===== config.mk =====
export PLATFORM = sky130hd
export DESIGN_NAME = player_contact_damage_flat
export DESIGN_NICKNAME = d
export VERILOG_FILES = /design/src/rtl/player_contact_damage_pkg.sv /design/src/rtl/vga_pkg.sv /design/src/rtl/player_contact_damage_if.sv /design/src/rtl/aabb_overlap.sv /design/src/rtl/player_contact_damage.sv /design/src/flat_wrapper.sv
export SDC_FILE = /design/constraint.sdc
export NUM_CORES = 1
export LEC_CHECK = 0
export BUFFER_PORTS_ARGS = -buffer_cell sky130_fd_sc_hd__buf_2
export CORE_MARGIN = 2
export CORE_UTILIZATION = 45
export DETAILED_ROUTE_END_ITERATION = 10
export HOLD_SLACK_MARGIN = 0.06
export PLACE_DENSITY = 0.71
export SETUP_SLACK_MARGIN = 0.5
export SLEW_MARGIN = 0
export SYNTH_ARGS = -nofsm -noshare
export SYNTH_HDL_FRONTEND = slang
export SYNTH_HIERARCHICAL = 1
export SYNTH_SLANG_ARGS = --single-unit

===== constraint.sdc =====
create_clock -name clk -period 3.2 [get_ports clk]
set_input_delay 0.48 -clock clk [delete_from_list [all_inputs] [get_ports clk]]
set_output_delay 0.48 -clock clk [all_outputs]
set_load 0.02 [all_outputs]

===== src/rtl/player_contact_damage_pkg.sv =====
// Widths, game-mode codes and HP helper for the player contact-damage block.
package player_contact_damage_pkg;

  localparam int unsigned COORD_W = 12;
  localparam int unsigned HP_W    = 4;
  localparam int unsigned GA_W    = 2;

  localparam logic [GA_W-1:0] GA_REINIT = 2'd0;
  localparam logic [GA_W-1:0] GA_RUN    = 2'd1;

  // HP after one hit, floored at zero
  function automatic logic [HP_W-1:0] hp_after_hit(input logic [HP_W-1:0] hp,
                                                   input logic [HP_W-1:0] dmg);
    return (hp > dmg) ? HP_W'(hp - dmg) : '0;
  endfunction

endpackage


===== src/rtl/vga_pkg.sv =====
// Shared display constants and the damage-state encoding decoded by the HUD and draw blocks.
package vga_pkg;

  localparam int unsigned HOR_PIXELS = 800;
  localparam int unsigned VER_PIXELS = 600;
  // Boss half-extents around its centre, in pixels
  localparam int unsigned BOSS_LNG   = 64;
  localparam int unsigned BOSS_HGT   = 48;

  typedef enum logic [1:0] {
    VULN   = 2'd0,
    INVULN = 2'd1,
    DEAD   = 2'd2
  } dmg_state_t;

endpackage


===== src/rtl/player_contact_damage_if.sv =====
// Position/mode inputs and player status outputs of the contact-damage block.
interface player_contact_damage_if;
  import player_contact_damage_pkg::*;

  logic               frame_tick;
  logic [GA_W-1:0]    game_active;
  logic [COORD_W-1:0] boss_x;
  logic [COORD_W-1:0] boss_y;
  logic [COORD_W-1:0] char_x;
  logic [COORD_W-1:0] char_y;
  logic [HP_W-1:0]    char_hp;
  logic               invuln;
  logic               knock_active;
  logic               knock_dir;
  logic               hit_flash;
  logic               player_dead;

  modport master (
    output frame_tick, game_active, boss_x, boss_y, char_x, char_y,
    input  char_hp, invuln, knock_active, knock_dir, hit_flash, player_dead
  );

  modport slave (
    input  frame_tick, game_active, boss_x, boss_y, char_x, char_y,
    output char_hp, invuln, knock_active, knock_dir, hit_flash, player_dead
  );

endinterface


===== src/rtl/aabb_overlap.sv =====
// Combinational centre/half-extent box overlap test; touching edges do not overlap.
module aabb_overlap #(
  parameter int unsigned HALF_W  = 1,
  parameter int unsigned HALF_H  = 1,
  parameter int unsigned COORD_W = 12
) (
  input  logic [COORD_W-1:0] a_x_i,
  input  logic [COORD_W-1:0] a_y_i,
  input  logic [COORD_W-1:0] b_x_i,
  input  logic [COORD_W-1:0] b_y_i,
  output logic               overlap_o_c
);

  localparam int unsigned DW = COORD_W + 1;

  logic signed [DW-1:0] dx;
  logic signed [DW-1:0] dy;
  logic        [DW-1:0] adx;
  logic        [DW-1:0] ady;

  // One extra bit keeps the signed difference of two unsigned coordinates exact
  always_comb begin
    dx          = $signed({1'b0, a_x_i}) - $signed({1'b0, b_x_i});
    dy          = $signed({1'b0, a_y_i}) - $signed({1'b0, b_y_i});
    adx         = dx[DW-1] ? $unsigned(-dx) : $unsigned(dx);
    ady         = dy[DW-1] ? $unsigned(-dy) : $unsigned(dy);
    overlap_o_c = (adx < DW'(HALF_W)) && (ady < DW'(HALF_H));
  end

endmodule


===== src/rtl/player_contact_damage.sv =====
// Player body-contact damage: HP, i-frames with knockback window and sprite blink.
module player_contact_damage
  import vga_pkg::*;
  import player_contact_damage_pkg::*;
#(
  parameter int unsigned MAX_HP       = 10,
  parameter int unsigned CONTACT_DMG  = 2,
  parameter int unsigned IFRAME_TICKS = 60,
  parameter int unsigned KNOCK_TICKS  = 10,
  parameter int unsigned FLASH_PERIOD = 4,
  parameter int unsigned CHAR_HALF_W  = 24,
  parameter int unsigned CHAR_HALF_H  = 32
) (
  input logic                   clk,
  input logic                   rst_n,
  player_contact_damage_if.slave bus
);

  localparam int unsigned CNT_W     = $clog2(IFRAME_TICKS + 1);
  localparam int unsigned FC_W      = $clog2(FLASH_PERIOD + 1);
  localparam int unsigned KNOCK_END = IFRAME_TICKS - KNOCK_TICKS;

  dmg_state_t        state_q, state_d;
  logic [HP_W-1:0]   hp_q, hp_d, hp_hit;
  logic [CNT_W-1:0]  cnt_q, cnt_d;
  logic [FC_W-1:0]   fcnt_q, fcnt_d;
  logic              invuln_q, invuln_d;
  logic              knock_q, knock_d;
  logic              dir_q, dir_d;
  logic              flash_q, flash_d;
  logic              dead_q, dead_d;
  logic              contact;

  aabb_overlap #(
    .HALF_W (CHAR_HALF_W + BOSS_LNG),
    .HALF_H (CHAR_HALF_H + BOSS_HGT),
    .COORD_W(COORD_W)
  ) u_body (
    .a_x_i      (bus.char_x),
    .a_y_i      (bus.char_y),
    .b_x_i      (bus.boss_x),
    .b_y_i      (bus.boss_y),
    .overlap_o_c(contact)
  );

  always_ff @(posedge clk) begin
    if (!rst_n) begin
      state_q  <= VULN;
      hp_q     <= HP_W'(MAX_HP);
      cnt_q    <= '0;
      fcnt_q   <= '0;
      invuln_q <= 1'b0;
      knock_q  <= 1'b0;
      dir_q    <= 1'b1;
      flash_q  <= 1'b0;
      dead_q   <= 1'b0;
    end else begin
      state_q  <= state_d;
      hp_q     <= hp_d;
      cnt_q    <= cnt_d;
      fcnt_q   <= fcnt_d;
      invuln_q <= invuln_d;
      knock_q  <= knock_d;
      dir_q    <= dir_d;
      flash_q  <= flash_d;
      dead_q   <= dead_d;
    end
  end

  // Next state; freeze (game_active >= 2) and idle cycles simply hold
  always_comb begin
    state_d  = state_q;
    hp_d     = hp_q;
    cnt_d    = cnt_q;
    fcnt_d   = fcnt_q;
    invuln_d = invuln_q;
    knock_d  = knock_q;
    dir_d    = dir_q;
    flash_d  = flash_q;
    dead_d   = dead_q;
    hp_hit   = hp_after_hit(hp_q, HP_W'(CONTACT_DMG));

    if (bus.game_active == GA_REINIT) begin
      state_d  = VULN;
      hp_d     = HP_W'(MAX_HP);
      cnt_d    = '0;
      fcnt_d   = '0;
      invuln_d = 1'b0;
      knock_d  = 1'b0;
      dir_d    = 1'b1;
      flash_d  = 1'b0;
      dead_d   = 1'b0;
    end else if (bus.game_active == GA_RUN && bus.frame_tick) begin
      case (state_q)
        VULN: begin
          if (contact) begin
            cnt_d = CNT_W'(IFRAME_TICKS);
            dir_d = (bus.char_x < bus.boss_x) ? 1'b0 : 1'b1;
            hp_d  = hp_hit;
            if (hp_hit == '0) begin
              state_d = DEAD;
              dead_d  = 1'b1;
            end else begin
              state_d  = INVULN;
              invuln_d = 1'b1;
              knock_d  = 1'b1;
              flash_d  = 1'b1;
              fcnt_d   = '0;
            end
          end
        end
        INVULN: begin
          if (cnt_q <= CNT_W'(1)) begin
            state_d  = VULN;
            cnt_d    = '0;
            fcnt_d   = '0;
            invuln_d = 1'b0;
            knock_d  = 1'b0;
            flash_d  = 1'b0;
          end else begin
            cnt_d   = cnt_q - CNT_W'(1);
            knock_d = (cnt_d > CNT_W'(KNOCK_END));
            if (fcnt_q == FC_W'(FLASH_PERIOD - 1)) begin
              fcnt_d  = '0;
              flash_d = ~flash_q;
            end else begin
              fcnt_d = fcnt_q + FC_W'(1);
            end
          end
        end
        default: ;
      endcase
    end
  end

  assign bus.char_hp      = hp_q;
  assign bus.invuln       = invuln_q;
  assign bus.knock_active = knock_q;
  assign bus.knock_dir    = dir_q;
  assign bus.hit_flash    = flash_q;
  assign bus.player_dead  = dead_q;

endmodule


===== src/flat_wrapper.sv =====
// flat-port wrapper written by rule: the top's interface ports become plain ports
module player_contact_damage_flat import vga_pkg::*; import player_contact_damage_pkg::*;
#(
  parameter int unsigned MAX_HP       = 10,
  parameter int unsigned CONTACT_DMG  = 2,
  parameter int unsigned IFRAME_TICKS = 60,
  parameter int unsigned KNOCK_TICKS  = 10,
  parameter int unsigned FLASH_PERIOD = 4,
  parameter int unsigned CHAR_HALF_W  = 24,
  parameter int unsigned CHAR_HALF_H  = 32
)
  (clk, rst_n, bus_frame_tick, bus_game_active, bus_boss_x, bus_boss_y, bus_char_x, bus_char_y, bus_char_hp, bus_invuln, bus_knock_active, bus_knock_dir, bus_hit_flash, bus_player_dead);
  player_contact_damage_if bus_i ();
  input logic clk;
  input logic rst_n;
  input wire logic [$bits(bus_i.frame_tick)-1:0] bus_frame_tick;
  input wire logic [$bits(bus_i.game_active)-1:0] bus_game_active;
  input wire logic [$bits(bus_i.boss_x)-1:0] bus_boss_x;
  input wire logic [$bits(bus_i.boss_y)-1:0] bus_boss_y;
  input wire logic [$bits(bus_i.char_x)-1:0] bus_char_x;
  input wire logic [$bits(bus_i.char_y)-1:0] bus_char_y;
  output wire logic [$bits(bus_i.char_hp)-1:0] bus_char_hp;
  output wire logic [$bits(bus_i.invuln)-1:0] bus_invuln;
  output wire logic [$bits(bus_i.knock_active)-1:0] bus_knock_active;
  output wire logic [$bits(bus_i.knock_dir)-1:0] bus_knock_dir;
  output wire logic [$bits(bus_i.hit_flash)-1:0] bus_hit_flash;
  output wire logic [$bits(bus_i.player_dead)-1:0] bus_player_dead;
  assign bus_i.frame_tick = bus_frame_tick;
  assign bus_i.game_active = bus_game_active;
  assign bus_i.boss_x = bus_boss_x;
  assign bus_i.boss_y = bus_boss_y;
  assign bus_i.char_x = bus_char_x;
  assign bus_i.char_y = bus_char_y;
  assign bus_char_hp = bus_i.char_hp;
  assign bus_invuln = bus_i.invuln;
  assign bus_knock_active = bus_i.knock_active;
  assign bus_knock_dir = bus_i.knock_dir;
  assign bus_hit_flash = bus_i.hit_flash;
  assign bus_player_dead = bus_i.player_dead;
  player_contact_damage #(.MAX_HP(MAX_HP), .CONTACT_DMG(CONTACT_DMG), .IFRAME_TICKS(IFRAME_TICKS), .KNOCK_TICKS(KNOCK_TICKS), .FLASH_PERIOD(FLASH_PERIOD), .CHAR_HALF_W(CHAR_HALF_W), .CHAR_HALF_H(CHAR_HALF_H)) u_core (.clk(clk), .rst_n(rst_n), .bus(bus_i));
endmodule

* Word level (Yosys, flattened, before mapping) *
Index checks and enable logic that the tools add are counted.

storage, ports and cells
  register bits after elaboration = 20
  input bits = 53
  output and inout bits = 9
  logic and storage cells = 70

cells by class
  add/sub/neg operators = 7
  magnitude comparators = 6
  equality and inequality tests = 7
  multiplexer cells = 25
  bitwise operators = 2
  reductions and logical operators = 14

operators by type and width
  operator                                                        number
  less-than comparator 13 x 7 -> 1 bit (second input constant)    2
  2-to-1 mux 13 bit                                               2
  negation 13 bit                                                 2
  subtractor 12 x 12 -> 13 bit                                    2
  less-than comparator 12 bit                                     1
  2-to-1 mux 3 bit                                                4
  2-to-1 mux 6 bit                                                2
  one-hot mux 6 bit (2 select lines)                              1
  AND reduction 4 bit                                             3
  AND reduction 5 bit                                             2
  2-to-1 mux 1 bit                                                7
  greater-than comparator 6 bit (second input constant)           1
  <= comparator 6 x 1 -> 1 bit (second input constant)            1
  2-to-1 mux 2 bit                                                3
  one-hot mux 1 bit (2 select lines)                              3
  one-hot mux 3 bit (2 select lines)                              1
  AND reduction 3 bit                                             2
  subtractor 6 x 1 -> 6 bit (second input constant)               1
  == test 2 x 1 -> 1 bit (second input constant)                  2
  greater-than comparator 4 x 2 -> 1 bit (second input constant)  1
  logical NOT 2 bit                                               2
  logical NOT 4 bit                                               1
  2-to-1 mux 4 bit                                                1
  inequality test 2 x 1 -> 1 bit (second input constant)          2
  other kinds (10)                                                12

* Longest topological paths before layout *
Gate-level depths: netlist (run 1).

  depth in word-level cells = 7
  gate-level depth with buffers = 16
  mapped depth without buffers = 15

* By module *
Netlist (run 1), hierarchy kept.

by module, submodules not included
  module                 instances  cells an instance  area each (µm²)  seq. area each (µm²)
  aabb_overlap           1          207                1,508.9          0.0
  player_contact_damage  1          170                1,391.3          400.4

* Least setup slack after synthesis (run 1) *
Ideal clock, no wire load.

  path kind = input to register
  from = input port bus_char_y[0]
  to = register u_core.fcnt_q[2]
  setup time = 116 ps
  arrival time = 3,323 ps
  data required time = 3,084 ps
  path slack = -239 ps
  stages on the path = 16
  path buffers = 1
  cells stage by stage = inv_1 -> ha_1 -> fa_1 -> nor2b_1 -> o211ai_1 -> nand3b_1 -> nand4_1 -> a21oi_1 -> a22o_1 -> o32ai_1 -> nor4_2 -> nor2_1 -> or3_1 -> buf_2 -> a21o_4 -> o211a_1

on the way
  longest elaborated chain between the ends = 7

ends and longest elaborated chain
  item                                        line                         RTL
  from (decl)                                 flat_wrapper.sv:21           input wire logic [$bits(bus_i.char_y)-1:0] bus_char_y;
  subtractor 12 x 12 -> 13 bit *              aabb_overlap.sv:24           dy = $signed({1'b0, a_y_i}) - $signed({1'b0, b_y_i});
  negation 13 bit                             aabb_overlap.sv:26           ady = dy[DW-1] ? $unsigned(-dy) : $unsigned(dy);
  2-to-1 mux 13 bit *                         aabb_overlap.sv:26
  less-than comparator 13 x 7 -> 1 bit *      aabb_overlap.sv:27           overlap_o_c = (adx < DW'(HALF_W)) && (ady < DW'(HALF_H));
  logical AND 1 bit *                         aabb_overlap.sv:27
  via u_core.contact                          player_contact_damage.sv:32  logic contact;
  inequality test 2 x 1 -> 1 bit (no line) *  -
  AND reduction 4 bit (no line) *             -
  to (signal assigned)                        player_contact_damage.sv:61  fcnt_q <= fcnt_d;
  to (decl)                                   player_contact_damage.sv:26  logic [FC_W-1:0] fcnt_q, fcnt_d;

The timed path passes the listed nets; every way through them passes the cells marked *.
A chain may end at the register's enable or synchronous reset.

* Final worst setup path (run 1) *
  from = input port bus_char_x[0]
  to = register u_core.fcnt_q[2]

on the way
  longest elaborated chain between the ends = 7

ends and longest elaborated chain
  item                                        line                         RTL
  from (decl)                                 flat_wrapper.sv:20           input wire logic [$bits(bus_i.char_x)-1:0] bus_char_x;
  subtractor 12 x 12 -> 13 bit *              aabb_overlap.sv:23           dx = $signed({1'b0, a_x_i}) - $signed({1'b0, b_x_i});
  negation 13 bit                             aabb_overlap.sv:25           adx = dx[DW-1] ? $unsigned(-dx) : $unsigned(dx);
  2-to-1 mux 13 bit *                         aabb_overlap.sv:25
  less-than comparator 13 x 7 -> 1 bit *      aabb_overlap.sv:27
  logical AND 1 bit *                         aabb_overlap.sv:27
  via u_core.contact                          player_contact_damage.sv:32
  inequality test 2 x 1 -> 1 bit (no line) *  -
  AND reduction 4 bit (no line) *             -

Marks and branches as above.

==> results of run 1 <==
## flip-flops by register name (all words and copies together), names as in the netlist
| signal | cells |
|---|---|
| u_core/bus.player_dead | 1 |
| u_core/state_q | 2 |
| u_core/bus.knock_dir | 1 |
| u_core/bus.knock_active | 1 |
| u_core/bus.invuln | 1 |
| u_core/bus.hit_flash | 1 |
| u_core/cnt_q | 6 |
| u_core/fcnt_q | 3 |
| u_core/bus.char_hp | 4 |
## worst max-delay path by stage
stage / start / end / slack (ns) / cells past startpoint
6_report: bus_char_x[0] / u_core/fcnt_q[2]$_SDFFE_PP0P_ / -0.16 / 16
3_3_place_gp: bus_char_x[0] / u_core/fcnt_q[2]$_SDFFE_PP0P_ / -0.46 / 16
3_5_place_dp: bus_char_x[0] / u_core/fcnt_q[2]$_SDFFE_PP0P_ / -0.51 / 16
2_1_floorplan: bus_char_y[0] / u_core/fcnt_q[2]$_SDFFE_PP0P_ / -0.05 / 16
5_1_grt: bus_char_y[0] / u_core/fcnt_q[2]$_SDFFE_PP0P_ / -0.35 / 18
4_1_cts: bus_char_y[0] / u_core/fcnt_q[2]$_SDFFE_PP0P_ / -0.10 / 18
## Yosys cell counts (4+ instances only)
master    instances  area share, %
inv_1            43            5.6
ha_1             40             17
a21oi_1          31            5.3
nand2_1          27            3.5
nor2_1           23            3.0
dfxtp_1          20             14
nor3_1           18            3.1
o21ai_0          10            1.7
xnor2_1           9            2.7
nand2b_1          8            1.7
nand3_1           8            1.4
o21a_1            8            2.1
a21o_1            7            1.8
xor2_1            7            2.1
a31oi_1           6            1.3
nor2b_1           6            1.3
o211ai_1          6            1.6
mux2i_1           5            1.7
nor3b_1           5            1.3
or2_2             5            1.1
and2_1            4           0.86
clkbuf_1          4           0.52
nand3b_1          4            1.0
or3_1             4           0.86
## cell type report
type | count | area (sq um) | area share [%]
well taps | 77 | 96.3 | 2.29
repair buffers | 131 | 872 | 20.8
flip-flops and latches | 20 | 400 | 9.54
clock buffers | 4 | 55.1 | 1.31
multi-input cells | 308 | 2590 | 61.8
inverters | 43 | 181 | 4.32
## kinds of logic (layout without fill, tap and decap cells)
| logic type | after synthesis | count (layout) |
|---|---|---|
| AND/OR/NAND/NOR | 134 | 134 |
| AO/OA/AOI/OAI | 110 | 110 |
| buffers and inverters | 49 | 178 |
| adder cells (fa/ha/maj) | 42 | 42 |
| flip-flops | 20 | 20 |
| XOR/XNOR | 16 | 16 |
| multiplexers | 6 | 6 |
## routing by layer
metal / part of all wire [%] / up-vias / track usage (%)
li1: - / 1650 / -
met1: 45 / 1470 / 26.4
met2: 51 / 70 / 42.6
met3: 3.2 / 7 / 1.97
met4: 0.84 / 0 / 3.67
met5: 0 / - / 0
## per-stage QoR
step	hold WS, ns	setup TNS (ns)	instances	setup slack [ns]
global route	0.497	-4.89	583	-0.348
finish	0.472	-1.14	583	-0.160
global placement	0.443	-6.29	570	-0.463
detailed placement	0.457	-7.06	570	-0.508
CTS	0.475	-0.532	583	-0.102
floorplan	0.440	-0.0823	377	-0.0506
## power by group
group / switching, mW / internal (mW) / total, mW
Combinational: 0.280 / 0.294 / 0.574
Sequential: 0.0000322 / 0.249 / 0.249
Clock: 0.0909 / 0.110 / 0.201
Total: 0.371 / 0.652 / 1.02
## worst max-delay path, stage by stage
cell and delay, ns:
buf_2 0.14, inv_8 0.03, ha_4 0.15, fa_2 0.35, nor2b_2 0.19, o31ai_2 0.11
a21oi_2 0.21, nor2_1 0.09, xnor2_1 0.20, o211ai_1 0.13, a2bb2oi_1 0.17, nor4_2 0.34
nor2_1 0.11, or3_4 0.37, a21o_4 0.22, o211a_1 0.22
## timing repair
item                                    4_1_cts  5_1_grt
pin swaps                                    10        2
resized for setup                            29        2
endpoints found under the setup margin       20       20
setup buffers                                 9        0
==> impl_metrics.yaml, run 1 <==
pwr:
  ir_drop_v: 0.000229
  cellPowerDensity_mw_per_mm2: 244
  leakage_nw: 1.99
  total_power_mw: 1.02
logic_synthesis:
  yosysWarnings: 6
  synthMuxAreaShare_pct: 2.11
  synthSimpleGateAreaFrac_pct: 26.3
  synth-compound-area-share_pct: 27.9
  synth_edf_count: 0
  syn_inst: 377
  synth_top_family_by_area: "compound AO/OA/AOI/OAI gates"
  syn_nets: 472
  synthArstFlopShare_pct: 0
  synth_top_flop_cell: "dfxtp_1"
  ys_seq_elements: 20
  synthAdderAreaFrac_pct: 18.6
  yosysSeqAreaShare_pct: 13.8
  synth_xor_area_share_pct: 4.83
  synth.distinct_cells: 74
  netlist_area_sq_mm: 0.00290
  avgSynthCellArea_sq_um: 7.69
setup_path:
  reg2reg_from: "u_core/bus.char_hp[1]$_SDFFE_PP1P_"
  critPathLaunchType: "input pin"
  r2r_slack_ns: 1.07
  worstPathArrival_ns: 3.53
  critical_path.max_fanout: 4
  r2r-end: "u_core/fcnt_q[0]$_SDFFE_PP0P_"
  worstPathRequired_ns: 3.37
  end_kind: "flop"
  r2r_cells: 6
  crit_type: "in -> reg"
final_layout:
  final_cell_mix: "buf_4 (65), buf_2 (58), inv_1 (39)"
  final_cell_area_sq_mm: 0.00420
  num-fill-cells: 543
  syn_to_final_growth_pct: 44.8
  nets: 602
  drive_gt1_share_pct: 39.5
  diodes: 0
  utilization_pct: 66.9
  final_common_cell: "buf_4"
sta:
  min_period_over_period_pct: 105
  worstMarginPinSlew_ns: 0.799
  clock_skew_ns: 0.00181
  setup_ws_ns: -0.160
  max_slew_margin_pct: 45.9
  hold_viol: 0
  setup_violations: 13
  min_period_ns: 3.36
  slew_violations: 0
  max_clock_freq_ghz: 0.298
  rsz0062_at_grt: "yes"
clock_network:
  cts_tree: "done"
  clkSinkCount: 20
  cts.root.buffer_cell: "clkbuf_8"
  cts_buffer_depth: 2
  cts_hold_buf: 0
  htreeDepth: 1
  numCtsBuffers: 3
  cts.clk_slew.worst_paths_ns: 0.08
  clk_latency_ns: 0.27
worst_hold_path:
  min-delay-start: "u_core/bus.char_hp[0]$_SDFFE_PP0P_"
  hold_end: "u_core/bus.char_hp[0]$_SDFFE_PP0P_"
  min_path_type: "reg -> reg"
  holdPathStages: 2
route:
  final_antenna_net_count: 0
  drt_iter0_drc: 96
  viasPerCell: 5.48
  via_count: 3197
  drt_wl_total_mm: 7.62
  dr.pass1.iters: 4
  routedWlPerCell_um: 13.1
  drc_errors: 0
grt:
  track_usage_pct: 22.0
  gr-total-overflow: 0
  grt_max_degree: 14
  grt_pass1_vias: 3234
  grt_pass1_wl_mm: 13.5
  antenna_found_initial: 0
die:
  start_util_pct: 46.2
  fp-row-count: 29
  die_y_um: 84.3
  die_x_um: 84.3
  io_pins: 62
  die_area_sq_mm: 0.00710
  core_area_sq_mm: 0.00628
outcome:
  status: "complete, but fails checks"
  violations: "negative setup slack"
placement:
  place_area_sq_mm: 0.00392
  gp_congestion: 0.839
  hpwl_mm: 6.17
  io_buffers: 61
run:
  drv_cap: 0
Power figures use the tool's default switching activity.
==> run 2: changes to the inputs <==
--- a/config.mk
+++ b/config.mk
@@ -5,12 +5,13 @@
 export SDC_FILE = /design/constraint.sdc
 export NUM_CORES = 1
 export LEC_CHECK = 0
+export ABC_AREA = 1
 export BUFFER_PORTS_ARGS = -buffer_cell sky130_fd_sc_hd__buf_2
 export CORE_MARGIN = 2
 export CORE_UTILIZATION = 45
 export DETAILED_ROUTE_END_ITERATION = 10
 export HOLD_SLACK_MARGIN = 0.06
-export PLACE_DENSITY = 0.71
+export PLACE_DENSITY = 0.7
 export SETUP_SLACK_MARGIN = 0.5
 export SLEW_MARGIN = 0
 export SYNTH_ARGS = -nofsm -noshare
==> run 2 against run 1 <==
Net effect:
- the flow now finishes without violations
- worst setup slack improved by 0.53 ns
- non-clock buffer count decreased by 60
- via count increased by 11%
- combinational power decreased by 11%
- sequential power about the same
- critical path depth increased by 1
- global-route usage decreased by 3.7 points
- register-to-register slack improved by 0.52 ns
- die area increased by 9.9%
- wire length decreased by 6.8%
- final cell count increased by 24%
- maximum frequency increased by 19%
- largest power group unchanged
==> impl_metrics.yaml, run 2 <==
grt:
  antenna_found_initial: 0
  met1_usage_pct: 25.2
  grt-busiest-layer: "met2"
  use_met2_pct: 32.3
  grt_pass1_vias: 3040
  grt_pass1_wl_mm: 12.2
  grt_max_degree: 13
  gr-total-overflow: 0
  track_usage_pct: 18.3
  use_met3_pct: 1.21
route:
  drt_wl_total_mm: 7.10
  drt_iter0_drc: 126
  via_count: 3535
  viasPerCell: 4.90
  drc_errors: 0
  dr.pass1.iters: 5
  routedWlPerCell_um: 9.85
  final_antenna_net_count: 0
placement:
  place_area_sq_mm: 0.00366
  gp_congestion: 0.846
  post-place-ws_ns: -0.00679
  io_buffers: 61
  hpwl_mm: 5.72
clock_network:
  cts.root.buffer_cell: "clkbuf_8"
  cts.clk_slew.worst_paths_ns: 0.07
  clk_latency_ns: 0.26
  numCtsBuffers: 3
  htreeDepth: 1
  cts_hold_buf: 0
  cts_buffer_depth: 2
  cts_tree: "done"
  clkSinkCount: 20
setup_path:
  reg2reg_from: "u_core/cnt_q[0]$_SDFFE_PP0P_"
  path_buf_inv: 4
  cp_cell_sequence: "buf_2, ha_1, a21oi_1, o21ai_0, nand2_1, nand3_2, inv_2, nand2_1, xor2_1, nand2_1, nand4_1, nor2_4, buf_4, nand3_4, inv_4, nand4_1, a21oi_2"
  critical_path.max_fanout: 8
  worst-path-stages: 17
  cp_slowest_stage_delay_ns: 0.34
  critPathLaunchType: "input pin"
  r2r_cells: 11
  cpMostUsedCell: "nand2_1"
  critPathSlowestCell: "ha_1"
  crit_start: "bus_char_x[5]"
  end_kind: "flop"
  crit_type: "in -> reg"
  critical-path-top-delay-family: "simple AND/OR/NAND/NOR gates"
  worstPathRequired_ns: 3.39
  worstPathArrival_ns: 3.01
worst_hold_path:
  holdPathStages: 2
  min-delay-start: "u_core/bus.player_dead$_SDFFE_PP0P_"
  min_path_type: "reg -> reg"
final_layout:
  regArea_sq_um: 400
  nets: 722
  largest_register_ffs: 6
  final_common_cell: "nand2_1"
  top_register: "u_core/cnt_q"
  diodes: 0
  num-fill-cells: 724
  multiInputGateArea_sq_mm: 0.00256
  syn_to_final_growth_pct: 24.5
  final_cell_mix: "nand2_1 (153), inv_1 (103), buf_2 (58)"
  final_cell_area_sq_mm: 0.00399
  drive_gt1_share_pct: 24.2
sta:
  setup_violations: 0
  slew_violations: 0
  min_period_ns: 2.83
  max_clock_freq_ghz: 0.354
  clock_skew_ns: 0.00619
  setup_tns_ns: 0
  worstMarginPinSlew_ns: 0.662
  max_slew_margin_pct: 55.5
  setup_ws_ns: 0.371
  rsz0062_at_grt: "yes"
  hold_viol: 0
  min_period_over_period_pct: 88.4
logic_synthesis:
  synth_xor_area_share_pct: 1.92
  ys_seq_elements: 20
  netlist_area_sq_mm: 0.00320
  synthMuxAreaShare_pct: 0
  yosysSeqAreaShare_pct: 12.5
  synth-compound-area-share_pct: 12.0
  netlist_top_cells_count: "nand2_1 (162), inv_1 (107), nor2_1 (47)"
  yosys.area.top_type: "nand2_1"
  synth_top_family_by_area: "simple AND/OR/NAND/NOR gates"
  synth_top_flop_cell: "dfxtp_1"
  avgSynthCellArea_sq_um: 5.79
  synth_area_leaders: "nand2_1 (19%), ha_1 (16%), inv_1 (13%)"
  synthAdderAreaFrac_pct: 16.9
  yosysWarnings: 6
  synthSimpleGateAreaFrac_pct: 42.9
  syn_inst: 553
  post-synth-top-count-cell: "nand2_1"
  synth_edf_count: 0
  synthArstFlopShare_pct: 0
  synth.top_cell.area_share_pct: 19.0
  synth.distinct_cells: 36
  syn_nets: 648
die:
  io_pins: 62
  core_area_sq_mm: 0.00683
  fp-row-count: 30
  start_util_pct: 46.8
  die_x_um: 88.3
  die_y_um: 88.3
  die_area_sq_mm: 0.00780
pwr:
  cellPowerDensity_mw_per_mm2: 233
  total_power_uw: 927
  seqPwrFrac_pct: 26.9
  p_int_uw: 537
  p_sw_share_pct: 42.1
  pwr-share-clk_pct: 17.8
  p_comb_share_pct: 55.3
  leakage_nw: 2.23
  ir_drop_v: 0.000123
  switching_power_uw: 390
outcome:
  status: "finished clean"
run:
  drv_cap: 0
[run 2: cell types whose count changed after synthesis, moves of 10 or more]
cell / change
nand4_1: +10
nand3_1: +37
nand2_1: +135
inv_1: +64
nor2_1: +24
o21ai_0: +11
nor3_1: -14
[run 2: power by group through the flow]
| stage | clock [mW] | combinational [mW] | sequential [mW] |
|---|---|---|---|
| finish | 0.165 | 0.513 | 0.249 |
| global route | 0.177 | 0.589 | 0.249 |
| CTS | 0.168 | 0.494 | 0.249 |
| detailed placement | 0 | 0.464 | 0.255 |
| global placement | 0 | 0.456 | 0.255 |
| floorplan | 0 | 0.357 | 0.255 |
[run 2: worst min-delay path, stage by stage (launching register included)]
cell	delay [ns]
dfxtp_1	0.31
inv_1	0.05
a21oi_1	0.05
[run 2: cell type report]
class | count | area share (%)
clock buffer | 3 | 1.04
inverter | 113 | 11.0
sequential | 20 | 10.0
multi-input combinational | 418 | 64.4
timing repair buffer | 71 | 10.5
tap | 96 | 3.01
[run 2: kinds of logic after synthesis]
group           Yosys count
flops                    20
compound gates           67
xor+xnor                  7
simple gates            302
fa+ha+maj                42
buf+inv                 115
[run 2: worst paths after layout]
| path | to | slack, ns |
|---|---|---|
| min | u_core/bus.player_dead$_SDFFE_PP0P_ | 0.46 |
| max reg2reg | u_core/fcnt_q[0]$_SDFFE_PP0P_ | 1.59 |
| max | u_core/state_q[1]$_SDFFE_PP0P_ | 0.37 |
| min reg2reg | u_core/bus.player_dead$_SDFFE_PP0P_ | 0.46 |
[run 2: per-layer routing]
| metal | up-vias | part of all wire (%) | routed length [um] |
|---|---|---|---|
| li1 | 1896 | - | - |
| met1 | 1554 | 49 | 3510 |
| met2 | 83 | 46 | 3270 |
| met3 | 2 | 4.2 | 300 |
| met4 | 0 | 0.30 | 21 |
| met5 | - | 0 | 0 |
[run 2: timing repair]
action / in CTS / in global routing
endpoints found under the setup margin: 19 / 20
cloned: 0 / 0
resized for setup: 26 / 28
pin swaps: 11 / 5
hold endpoints to repair: 0 / 0
buffers inserted: 5 / 5
[run 2: stage by stage]
stage | hold slack [ns] | instances | utilization [%]
floorplan | 0.435 | 553 | -
global placement | 0.447 | 708 | 53.5
detailed placement | 0.453 | 708 | 53.5
CTS | 0.466 | 716 | 56.4
global route | 0.491 | 721 | 58.3
finish | 0.465 | 721 | 58.3
==> run 3: changes to the inputs <==
--- a/config.mk
+++ b/config.mk
@@ -18,3 +18,4 @@
 export SYNTH_HDL_FRONTEND = slang
 export SYNTH_HIERARCHICAL = 1
 export SYNTH_SLANG_ARGS = --single-unit
+export TNS_END_PERCENT = 100
==> constraint.sdc (replaced) <==
create_clock -name clk -period 3.2 [get_ports clk]
set_input_delay 0.32 -clock clk [delete_from_list [all_inputs] [get_ports clk]]
set_output_delay 0.32 -clock clk [all_outputs]
set_load 0.02 [all_outputs]
==> run 3 against run 2 <==
Net effect:
- die area stayed put
- largest cell class unchanged
- critical endpoint is now u_core/fcnt_q[0]$_SDFFE_PP0P_
- sequential power about the same
- critical path depth grew 5
==> impl_metrics.yaml, run 3 (same netlist as run 2, synthesis figures left out) <==
clock_network:
  cts_hold_buf: 0
  cts_buffer_depth: 2
  clk_latency_ns: 0.25
  numCtsBuffers: 3
  clkSinkCount: 20
  cts.clk_slew.worst_paths_ns: 0.07
  cts.root.buffer_cell: "clkbuf_8"
  htreeDepth: 1
  cts_tree: "done"
grt:
  gr-total-overflow: 0
  track_usage_pct: 18.2
  grt_pass1_vias: 3125
  grt_max_degree: 13
  grt_pass1_wl_mm: 12.2
  antenna_found_initial: 0
pwr:
  cellPowerDensity_mw_per_mm2: 235
  total_power_uw: 947
  p_comb_share_pct: 56.9
  ir_drop_v: 0.000131
  p_sw_share_pct: 42.0
  p_int_uw: 549
  pwr-share-clk_pct: 16.7
  leakage_nw: 2.24
  seqPwrFrac_pct: 26.3
  switching_power_uw: 398
route:
  dr.pass1.iters: 4
  drt_wl_total_mm: 7.41
  routedWlPerCell_um: 10.3
  viasPerCell: 5.00
  drt_iter0_drc: 149
  via_count: 3592
  final_antenna_net_count: 0
  drc_errors: 0
placement:
  io_buffers: 61
  hpwl_mm: 5.90
  gp_congestion: 0.888
  dp_cells: 708
die:
  start_util_pct: 46.8
  fp-row-count: 30
  die_x_um: 88.3
  core_area_sq_mm: 0.00683
  io_pins: 62
  die_area_sq_mm: 0.00780
  die_y_um: 88.3
final_layout:
  top_register: "u_core/cnt_q"
  syn_to_final_growth_pct: 25.7
  nets: 719
  largest_register_ffs: 6
  diodes: 0
  num-fill-cells: 704
  drive_gt1_share_pct: 24.4
  final_common_cell: "nand2_1"
  utilization_pct: 58.9
  final_cell_mix: "nand2_1 (149), inv_1 (103), buf_2 (57)"
  layout.cells.non_filler: 718
sta:
  hold_viol: 0
  min_period_over_period_pct: 83.2
  setup_violations: 0
  max_slew_margin_pct: 59.5
  setup_tns_ns: 0
  clock_skew_ns: 0.00136
  holdWs_ns: 0.448
  rsz0062_at_grt: "yes"
  max_clock_freq_ghz: 0.375
  worstMarginPinSlew_ns: 0.603
  slew_violations: 0
  min_period_ns: 2.66
setup_path:
  crit_type: "in -> reg"
  critical_path.max_fanout: 8
  cp_slowest_stage_delay_ns: 0.37
  critical-path-top-delay-family: "simple AND/OR/NAND/NOR gates"
  worstPathArrival_ns: 2.81
  worstPathRequired_ns: 3.35
  cp_cell_sequence: "buf_6, ha_4, fa_2, inv_2, nand3_1, nand3_1, nand2_2, inv_1, nor2_4, nand3_2, nand2_1, nand2_1, nand3_2, nor2_2, nand4_1, nor2_2, o21ai_2, nor2_4, buf_12, nand2_8, o21ai_0, nor2_1"
  path_buf_inv: 4
  critPathLaunchType: "input pin"
  end_kind: "flop"
  critPathSlowestCell: "fa_2"
worst_hold_path:
  min_path_type: "reg -> reg"
outcome:
  status: "finished clean"
run:
  drv_cap: 0
[run 3: through the flow]
step                      setup slack, ns  cell area [sq um]
after floorplan                     0.510               3220
after global placement              0.186               3630
after detailed placement            0.131               3630
after CTS                           0.496               3710
after global routing                0.371               4020
final                               0.536               4020
[run 3: path summary, 6_finish.rpt]
path / slack (ns) / depth (start not counted) / to / startpoint
worst max-delay path: 0.54 / 22 / u_core/fcnt_q[0]$_SDFFE_PP0P_ / bus_boss_y[0]
worst min-delay path: 0.45 / 2 / u_core/bus.player_dead$_SDFFE_PP0P_ / u_core/bus.player_dead$_SDFFE_PP0P_
worst max register to register: 1.54 / 8 / u_core/bus.knock_active$_SDFFE_PP0P_ / u_core/cnt_q[0]$_SDFFE_PP0P_
worst min register to register: 0.45 / 2 / u_core/bus.player_dead$_SDFFE_PP0P_ / u_core/bus.player_dead$_SDFFE_PP0P_
[run 3: cell type report]
class                      instances  area [sq um]  share of cell area [%]
clock buffer                       3          41.3                    1.03
inverter                         113           429                    10.7
multi-input combinational        419          2630                    65.5
sequential                        20           400                    9.95
tap                               96           120                    2.99
timing repair buffer              67           399                    9.92
[run 3: power by group through the flow]
stage | combinational (mW) | sequential, mW | clock, mW
CTS | 0.469 | 0.249 | 0.164
detailed placement | 0.462 | 0.255 | 0
global placement | 0.451 | 0.255 | 0
finish | 0.539 | 0.249 | 0.158
global route | 0.613 | 0.249 | 0.179
floorplan | 0.355 | 0.255 | 0
[run 3: repair_timing]
| action | CTS | global route |
|---|---|---|
| endpoints found under the setup margin | 12 | 20 |
| resized for setup | 6 | 64 |
| pin swaps | 8 | 42 |
| gates cloned | 0 | 1 |
| buffers inserted | 2 | 4 |
[run 3: layer usage]
| metal | global-route usage (%) | part of all wire [%] | up-vias |
|---|---|---|---|
| li1 | - | - | 1900 |
| met1 | 23.5 | 47 | 1606 |
| met2 | 33.6 | 49 | 80 |
| met4 | 3.31 | 0.49 | 0 |
| met5 | 0 | 0 | - |
| met3 | 0.840 | 3.8 | 6 |
[run 3: worst min-delay path, cell delays in order, from the launching register on]
cell and delay, ns:
dfxtp_1 0.31, inv_1 0.04, a21oi_1 0.05
